### config.mk
export PLATFORM = sky130hd
export DESIGN_NAME = sram_bank_ctrl
export DESIGN_NICKNAME = d
export VERILOG_FILES = /design/src/rtl/sram_bank_pkg.sv /design/src/rtl/sram_init_seq.sv /design/src/rtl/sram_bank_ctrl.sv
export SDC_FILE = /design/constraint.sdc
export NUM_CORES = 1
export LEC_CHECK = 0
export ABC_AREA = 1
export CORE_AREA = 10 10 231 233
export CTS_CLUSTER_DIAMETER = 150
export DETAILED_ROUTE_END_ITERATION = 16
export DIE_AREA = 0 0 241 243
export GPL_ROUTABILITY_DRIVEN = 0
export PLACE_DENSITY = 0.43
export SLEW_MARGIN = 10
export SYNTH_ARGS = -nofsm -noshare
export SYNTH_HDL_FRONTEND = slang
export SYNTH_HIERARCHICAL = 1
export SYNTH_SLANG_ARGS = --single-unit
### constraint.sdc
create_clock -name clk_i -period 3.05 [get_ports clk_i]
set_clock_uncertainty 0.2 [all_clocks]
set_input_delay 0.4575 -clock clk_i [delete_from_list [all_inputs] [get_ports clk_i]]
set_output_delay 0.4575 -clock clk_i [all_outputs]
set_load 0.01 [all_outputs]
### src/rtl/sram_bank_pkg.sv
// rtl/sram_bank_pkg.sv - shared types, default sizes and helpers for the SRAM bank controller
package sram_bank_pkg;

   typedef enum logic {
      INIT = 1'b0,
      RUN  = 1'b1
   } state_t;

   localparam int DEF_DATA_WIDTH = 64;
   localparam int DEF_ADDR_WIDTH = 13;
   localparam int DEF_BANK_NUM   = 4;

   function automatic int bank_idx_w(input int bank_num);
      return (bank_num > 1) ? $clog2(bank_num) : 1;
   endfunction

endpackage

### src/rtl/sram_init_seq.sv
// rtl/sram_init_seq.sv - INIT/RUN sequencer that walks every macro word once for zero-fill
module sram_init_seq
   import sram_bank_pkg::*;
#(
   parameter int AW = 11
) (
   input  logic          clk_i,
   input  logic          rst_i,
   input  logic          init_req_i,
   output logic          busy_o,
   output logic [AW-1:0] cnt_o
);

   localparam logic [AW-1:0] CNT_LAST = '1;

   state_t        r_state;
   logic [AW-1:0] r_cnt;

   always_ff @(posedge clk_i) begin
      if (rst_i) begin
         r_state <= INIT;
         r_cnt   <= '0;
      end else begin
         case (r_state)
            INIT: begin
               if (r_cnt == CNT_LAST) begin
                  r_state <= RUN;
                  r_cnt   <= '0;
               end else begin
                  r_cnt <= r_cnt + 1'b1;
               end
            end
            RUN: begin
               if (init_req_i) begin
                  r_state <= INIT;
                  r_cnt   <= '0;
               end
            end
            default: begin
               r_state <= INIT;
               r_cnt   <= '0;
            end
         endcase
      end
   end

   assign busy_o = (r_state == INIT);
   assign cnt_o  = r_cnt;

endmodule

### src/rtl/sram_bank_ctrl.sv
// rtl/sram_bank_ctrl.sv - splits a single-port SRAM request stream over BANK_NUM macros with zero-init
module sram_bank_ctrl
   import sram_bank_pkg::*;
#(
   parameter  int DATA_WIDTH = DEF_DATA_WIDTH,
   parameter  int ADDR_WIDTH = DEF_ADDR_WIDTH,
   parameter  int BANK_NUM   = DEF_BANK_NUM,
   localparam int BANK_IW    = bank_idx_w(BANK_NUM),
   localparam int BANK_AW    = ADDR_WIDTH - BANK_IW
) (
   input  logic                           clk_i,
   input  logic                           rst_i,
   input  logic                           en_i,
   input  logic                           wen_i,
   input  logic [DATA_WIDTH-1:0]          bm_i,
   input  logic [ADDR_WIDTH-1:0]          addr_i,
   input  logic [DATA_WIDTH-1:0]          dat_i,
   output logic [DATA_WIDTH-1:0]          dat_o,
   input  logic                           init_req_i,
   output logic                           busy_o,
   output logic                           err_o,
   input  logic                           err_clr_i,
   output logic [BANK_NUM-1:0]            bank_en_o,
   output logic                           bank_wen_o,
   output logic [DATA_WIDTH-1:0]          bank_bm_o,
   output logic [BANK_AW-1:0]             bank_addr_o,
   output logic [DATA_WIDTH-1:0]          bank_dat_o,
   input  logic [BANK_NUM*DATA_WIDTH-1:0] bank_rdata_i
);

   logic               w_busy;
   logic [BANK_AW-1:0] w_init_addr;
   logic [BANK_IW-1:0] w_bank_idx;
   logic               w_rd_req;
   logic [BANK_IW-1:0] r_rd_sel;
   logic               r_err;

   sram_init_seq #(
      .AW(BANK_AW)
   ) u_init_seq (
      .clk_i      (clk_i),
      .rst_i      (rst_i),
      .init_req_i (init_req_i),
      .busy_o     (w_busy),
      .cnt_o      (w_init_addr)
   );

   // Contiguous mapping: the top address bits pick the macro.
   assign w_bank_idx = addr_i[ADDR_WIDTH-1 -: BANK_IW];
   assign w_rd_req   = ~w_busy & ~en_i & wen_i;

   always_comb begin
      bank_en_o   = '1;
      bank_wen_o  = 1'b1;
      bank_bm_o   = '1;
      bank_addr_o = '0;
      bank_dat_o  = '0;
      if (w_busy) begin
         bank_en_o   = '0;
         bank_wen_o  = 1'b0;
         bank_bm_o   = '0;
         bank_addr_o = w_init_addr;
         bank_dat_o  = '0;
      end else begin
         for (int k = 0; k < BANK_NUM; k++) begin
            bank_en_o[k] = en_i | (BANK_IW'(k) != w_bank_idx);
         end
         bank_wen_o  = wen_i;
         bank_bm_o   = bm_i;
         bank_addr_o = addr_i[BANK_AW-1:0];
         bank_dat_o  = dat_i;
      end
   end

   always_ff @(posedge clk_i) begin
      if (rst_i) begin
         r_rd_sel <= '0;
         r_err    <= 1'b0;
      end else begin
         if (w_rd_req) begin
            r_rd_sel <= w_bank_idx;
         end
         // A new error in the same cycle as a clear keeps the flag set.
         if (w_busy & ~en_i) begin
            r_err <= 1'b1;
         end else if (err_clr_i) begin
            r_err <= 1'b0;
         end
      end
   end

   assign dat_o  = bank_rdata_i[r_rd_sel*DATA_WIDTH +: DATA_WIDTH];
   assign busy_o = w_busy;
   assign err_o  = r_err;

endmodule

## Word-level counts from Yosys, hierarchy flattened

Cells that the tools add are included.

| operators by class | value |
|---|---|
| add/sub/neg operators | 1 |
| reductions and logical operators | 2 |
| bitwise gates (word level) | 9 |
| muxes and demuxes | 13 |
| shifts and indexed selects | 1 |
| eq/ne operators | 5 |

Operators by type and width:

| kind | number |
|---|---|
| $shiftx A256 B9 Y64 | 1 |
| $mux W64 | 2 |
| $mux W11 | 3 |
| $pmux W11 S2 | 1 |
| $add A11 B1 Y11 const B | 1 |
| $eq A11 B11 Y1 const B | 1 |
| $mux W1 | 5 |
| $mux W4 | 1 |
| $ne A2 B2 Y1 const A | 2 |
| $or A1 B1 Y1 | 4 |
| $reduce_bool A2 Y1 | 2 |
| $and A1 B1 Y1 | 3 |
| $ne A1 B2 Y1 const A | 1 |
| $ne A2 B2 Y1 const B | 1 |
| $not A1 Y1 | 2 |
| $pmux W1 S2 | 1 |

| word-level totals | value |
|---|---|
| output and inout bits | 210 |
| input port bits | 403 |
| word-level logic and storage cells | 35 |
| flip-flop bits (word level) | 15 |

## Logic depth before layout (Yosys ltp)

| logic depth | value |
|---|---|
| word-level depth | 3 |
| gate-level depth with buffers | 8 |
| depth with buffers taken out | 8 |

## Modules after synthesis

The synthesis kept the hierarchy.

By module, submodules not included:

| module | seq. area each (µm²) | times used | area each (µm²) | cells an instance |
|---|---|---|---|---|
| sram_bank_ctrl | 60.1 | 1 | 4,105.2 | 953 |
| sram_init_seq | 240.2 | 1 | 706.9 | 102 |

## Worst setup path before layout

OpenSTA, ideal clock, no wires.

| timing path | value |
|---|---|
| path kind | reg2out |
| from | reg u_init_seq.r_state |
| to | out bank_addr_o[1] |
| data required time | 2,392 ps |
| data arrival time | 1,135 ps |
| cell stages (with the launch flop) | 8 |
| setup slack | 1,257 ps |
| buffers on the path | 3 |
| cells stage by stage | dfxtp_1 > inv_1 > buf_2 > buf_2 > inv_1 > buf_2 > nand2_1 > nand2_1 |

| on the way | value |
|---|---|
| cells in the longest elaborated chain, start to end | 1 |

RTL lines:

| item | RTL line | source |
|---|---|---|
| start: declaration | sram_init_seq.sv:16 | `state_t r_state;` |
| start signal: assignment | sram_init_seq.sv:21 | `r_state <= INIT;` |
| start signal: assignment | sram_init_seq.sv:27 | `r_state <= RUN;` |
| start signal: assignment | sram_init_seq.sv:35 | `r_state <= INIT;` |
| $mux W11 | sram_bank_ctrl.sv:58 | `if (w_busy) begin` |
| end: declaration | sram_bank_ctrl.sv:26 | `output logic [BANK_AW-1:0] bank_addr_o,` |

No other way between the ends.

## Final worst setup path

| timing path | value |
|---|---|
| from | reg r_rd_sel[1] |
| to | out dat_o[9] |

| on the way | value |
|---|---|
| cells in the longest elaborated chain, start to end | 1 |

RTL lines:

| item | RTL line | source |
|---|---|---|
| start: declaration | sram_bank_ctrl.sv:35 | `logic [BANK_IW-1:0] r_rd_sel;` |
| start signal: assignment | sram_bank_ctrl.sv:81 | `r_rd_sel <= w_bank_idx;` |
| $shiftx A256 B9 Y64 | sram_bank_ctrl.sv:92 | `assign dat_o = bank_rdata_i[r_rd_sel*DATA_WIDTH +: DATA_WIDTH];` |
| end: declaration | sram_bank_ctrl.sv:18 | `output logic [DATA_WIDTH-1:0] dat_o,` |

No other way between the ends.

==> results.sh <==
export IMPL_grt_max_degree=106
export IMPL_io_pins=613
export IMPL_fin_area_um2=11600
export IMPL_numCtsBuffers=3
export IMPL_antenna_found_initial=0
export IMPL_grt_overflow=0
export IMPL_port_buffers=612
export IMPL_grt_pass1_wl_um=51600
export IMPL_synthDistinctLibCells=30
export IMPL_finalSetupTns_ns=0
export IMPL_yosys_warnings=6
export IMPL_final_nets=2034
export IMPL_via_per_inst=3.57
export IMPL_core_um2=48600
export IMPL_ys_seq_area_share_pct=6.24
export IMPL_setup_viol=0
export IMPL_rows=81
export IMPL_syn_inst=1055
export IMPL_place_area_um2=11600
export IMPL_power_mw=1.31
export IMPL_start_util_pct=9.89
export IMPL_status="complete, no violations"
export IMPL_vias=8048
export IMPL_leakage_nw=5.23
export IMPL_relSlewSlack_pct=60.7
export IMPL_crit_required_ns=2.39
export IMPL_netlist_area_um2=4810
export IMPL_cts_root_buffer="clkbuf_16"
export IMPL_crit_path_max_incr_delay_ns=0.58
export IMPL_drc=0
export IMPL_worstSetupPathType="reg -> out"
export IMPL_antenna_left=0
export IMPL_drt_iter0_markers=229
export IMPL_fin_crit_ns=2.81
export IMPL_track_usage_pct=11.3
export IMPL_fmax_mhz=356
export IMPL_dp_cells=2247
export IMPL_synthesis_nets=1459
export IMPL_avgSynthCellArea_um2=4.56
export IMPL_clk_pin_slew_ns=0.05
export IMPL_totalWireLength_um=36500
export IMPL_tightest_slew_ns=0.590
export IMPL_finalHoldViolations=0
export IMPL_whs_ns=0.268
export IMPL_worstPathArrival_ns=2.15
export IMPL_die_w_um=241
export IMPL_cellPowerDensity_nw_per_um2=113
export IMPL_crit_chain="inv_4, buf_4, o211ai_1, nand2_1, clkdlybuf4s50_1"
export IMPL_dieArea_um2=58600
export IMPL_htreeDepth=1
export IMPL_die_h_um=243
export IMPL_critPathCaptureType="output port"
export IMPL_hold_class="reg -> reg"
export IMPL_fin_util_pct=23.9
export IMPL_place_ws_ns=0.211
export IMPL_hpwl_um=32000
export IMPL_clock_sinks=15
export IMPL_cts_setup_buffers=0
export IMPL_drive_gt1_share_pct=2.89
export IMPL_post_cts_resized=0
export IMPL_fin_crit_sh_pct=92.0
export IMPL_cp_start_kind="flop"
export IMPL_cp_slowest_cell="clkdlybuf4s50_1"
export IMPL_first_pass_iters=5
export IMPL_clkLatencyLatePin_ns=0.25
export IMPL_area_delta_synth_final_pct=142
export IMPL_drv_cap=0
export IMPL_final_cells=2252
export IMPL_detail_route_wl_per_cell_um=16.2
export IMPL_setup_slack_ns=0.244
export IMPL_clock_path_buffers=2
export IMPL_cts_tree="yes"
export IMPL_ir_worst_vdd_mv=0.174
export IMPL_rsz0062_at_grt="no"
export IMPL_crit_fanout=40
export IMPL_synth_seq_cells=15
export IMPL_drv_slew=0
export IMPL_grt_pass1_vias=8116
export IMPL_cts_hold_buf=0
[Yosys cell counts]
cell type / number / area (um2)
a31oi_1: 1 / 6.26
inv_2: 1 / 3.75
o211ai_2: 8 / 100
nor3_1: 2 / 10.0
o21ai_1: 1 / 5.00
nand3_1: 11 / 55.1
buf_6: 14 / 158
buf_1: 3 / 11.3
o21ai_0: 2 / 10.0
nor3_2: 1 / 10.0
buf_4: 13 / 97.6
a211oi_1: 1 / 7.51
o211ai_1: 57 / 428
inv_1: 274 / 1030
nor2_8: 1 / 20.0
nor2_1: 266 / 998
nor2_2: 2 / 12.5
or2_2: 1 / 6.26
dfxtp_1: 15 / 300
nor2_4: 1 / 11.3
nand2_1: 321 / 1200
clkbuf_1: 4 / 15.0
nand4_1: 4 / 25.0
ha_1: 1 / 12.5
a221oi_1: 1 / 8.76
nand2_2: 3 / 18.8
nand4_2: 1 / 12.5
a21oi_1: 14 / 70.1
buf_2: 29 / 145
nand3_2: 2 / 20.0
[sequential cells by signal, indices dropped and copies added (netlist names)]
name / count
err_o: 1
u_init_seq/r_state: 1
u_init_seq/cnt_o: 11
r_rd_sel: 2
[placed cells by master (no fill, tap or decap), types with 2 or more instances in the layout]
cell type,count
clkdlybuf4s50_1,612
nor2_2,2
a21oi_1,14
nor3_1,2
o21ai_0,2
dfxtp_1,14
nand2_1,321
inv_1,273
nor2_1,266
nand2_2,3
nand3_2,2
clkbuf_16,3
o211ai_2,8
inv_4,2
buf_12,8
nand4_1,4
nand3_1,11
buf_4,13
o211ai_1,57
[worst paths after layout]
path                            start             endpoint  slack [ns]  cells past startpoint
setup / recovery          r_rd_sel[1]             dat_o[9]        0.24                      5
hold / removal                  err_o                err_o        0.27                      2
setup reg to reg  u_init_seq/cnt_o[0]  u_init_seq/cnt_o[9]        1.12                      8
hold reg to reg                 err_o                err_o        0.27                      2
[layout make-up]
cell class / count / area, um2
antenna: 1 / 2.50
tap: 622 / 778
fill: 5560 / 37000
clock buffer: 4 / 78.8
inverter: 275 / 1040
timing repair buffer: 633 / 6380
sequential: 15 / 304
multi-input combinational: 702 / 3050
[critical path: cells and delay by family, from the launching register on]
kind            cells  cell delay (ns)
flops               1             0.34
compound gates      1             0.15
buf+inv             3             1.28
simple gates        1             0.09
[metal layers]
metal	GRT usage (%)	vias to the layer above	share of wire [%]
met4	2.37	0	2.2
met3	4.19	20	11
met1	12.1	3457	38
met5	0	-	0
li1	-	4167	-
met2	20.7	404	49
[logic make-up (layout without fill, tap and decap cells)]
family / Yosys count / in the layout / synth area share, %
and+or+nand+nor: 616 / 616 / 50.0
adders and majority gates: 1 / 1 / 0.260
other: 0 / 1 / 0
AOI/OAI and AO/OA: 85 / 85 / 13.2
buffers and inverters: 338 / 912 / 30.3
DFF: 15 / 15 / 6.24
[where the power goes]
part,total (mW),internal [mW],switching (mW)
clock network,0.260,0.177,0.0828
registers,0.208,0.200,0.00778
logic,0.843,0.594,0.249
total,1.31,0.971,0.340
(Power assumes the default switching activity.)
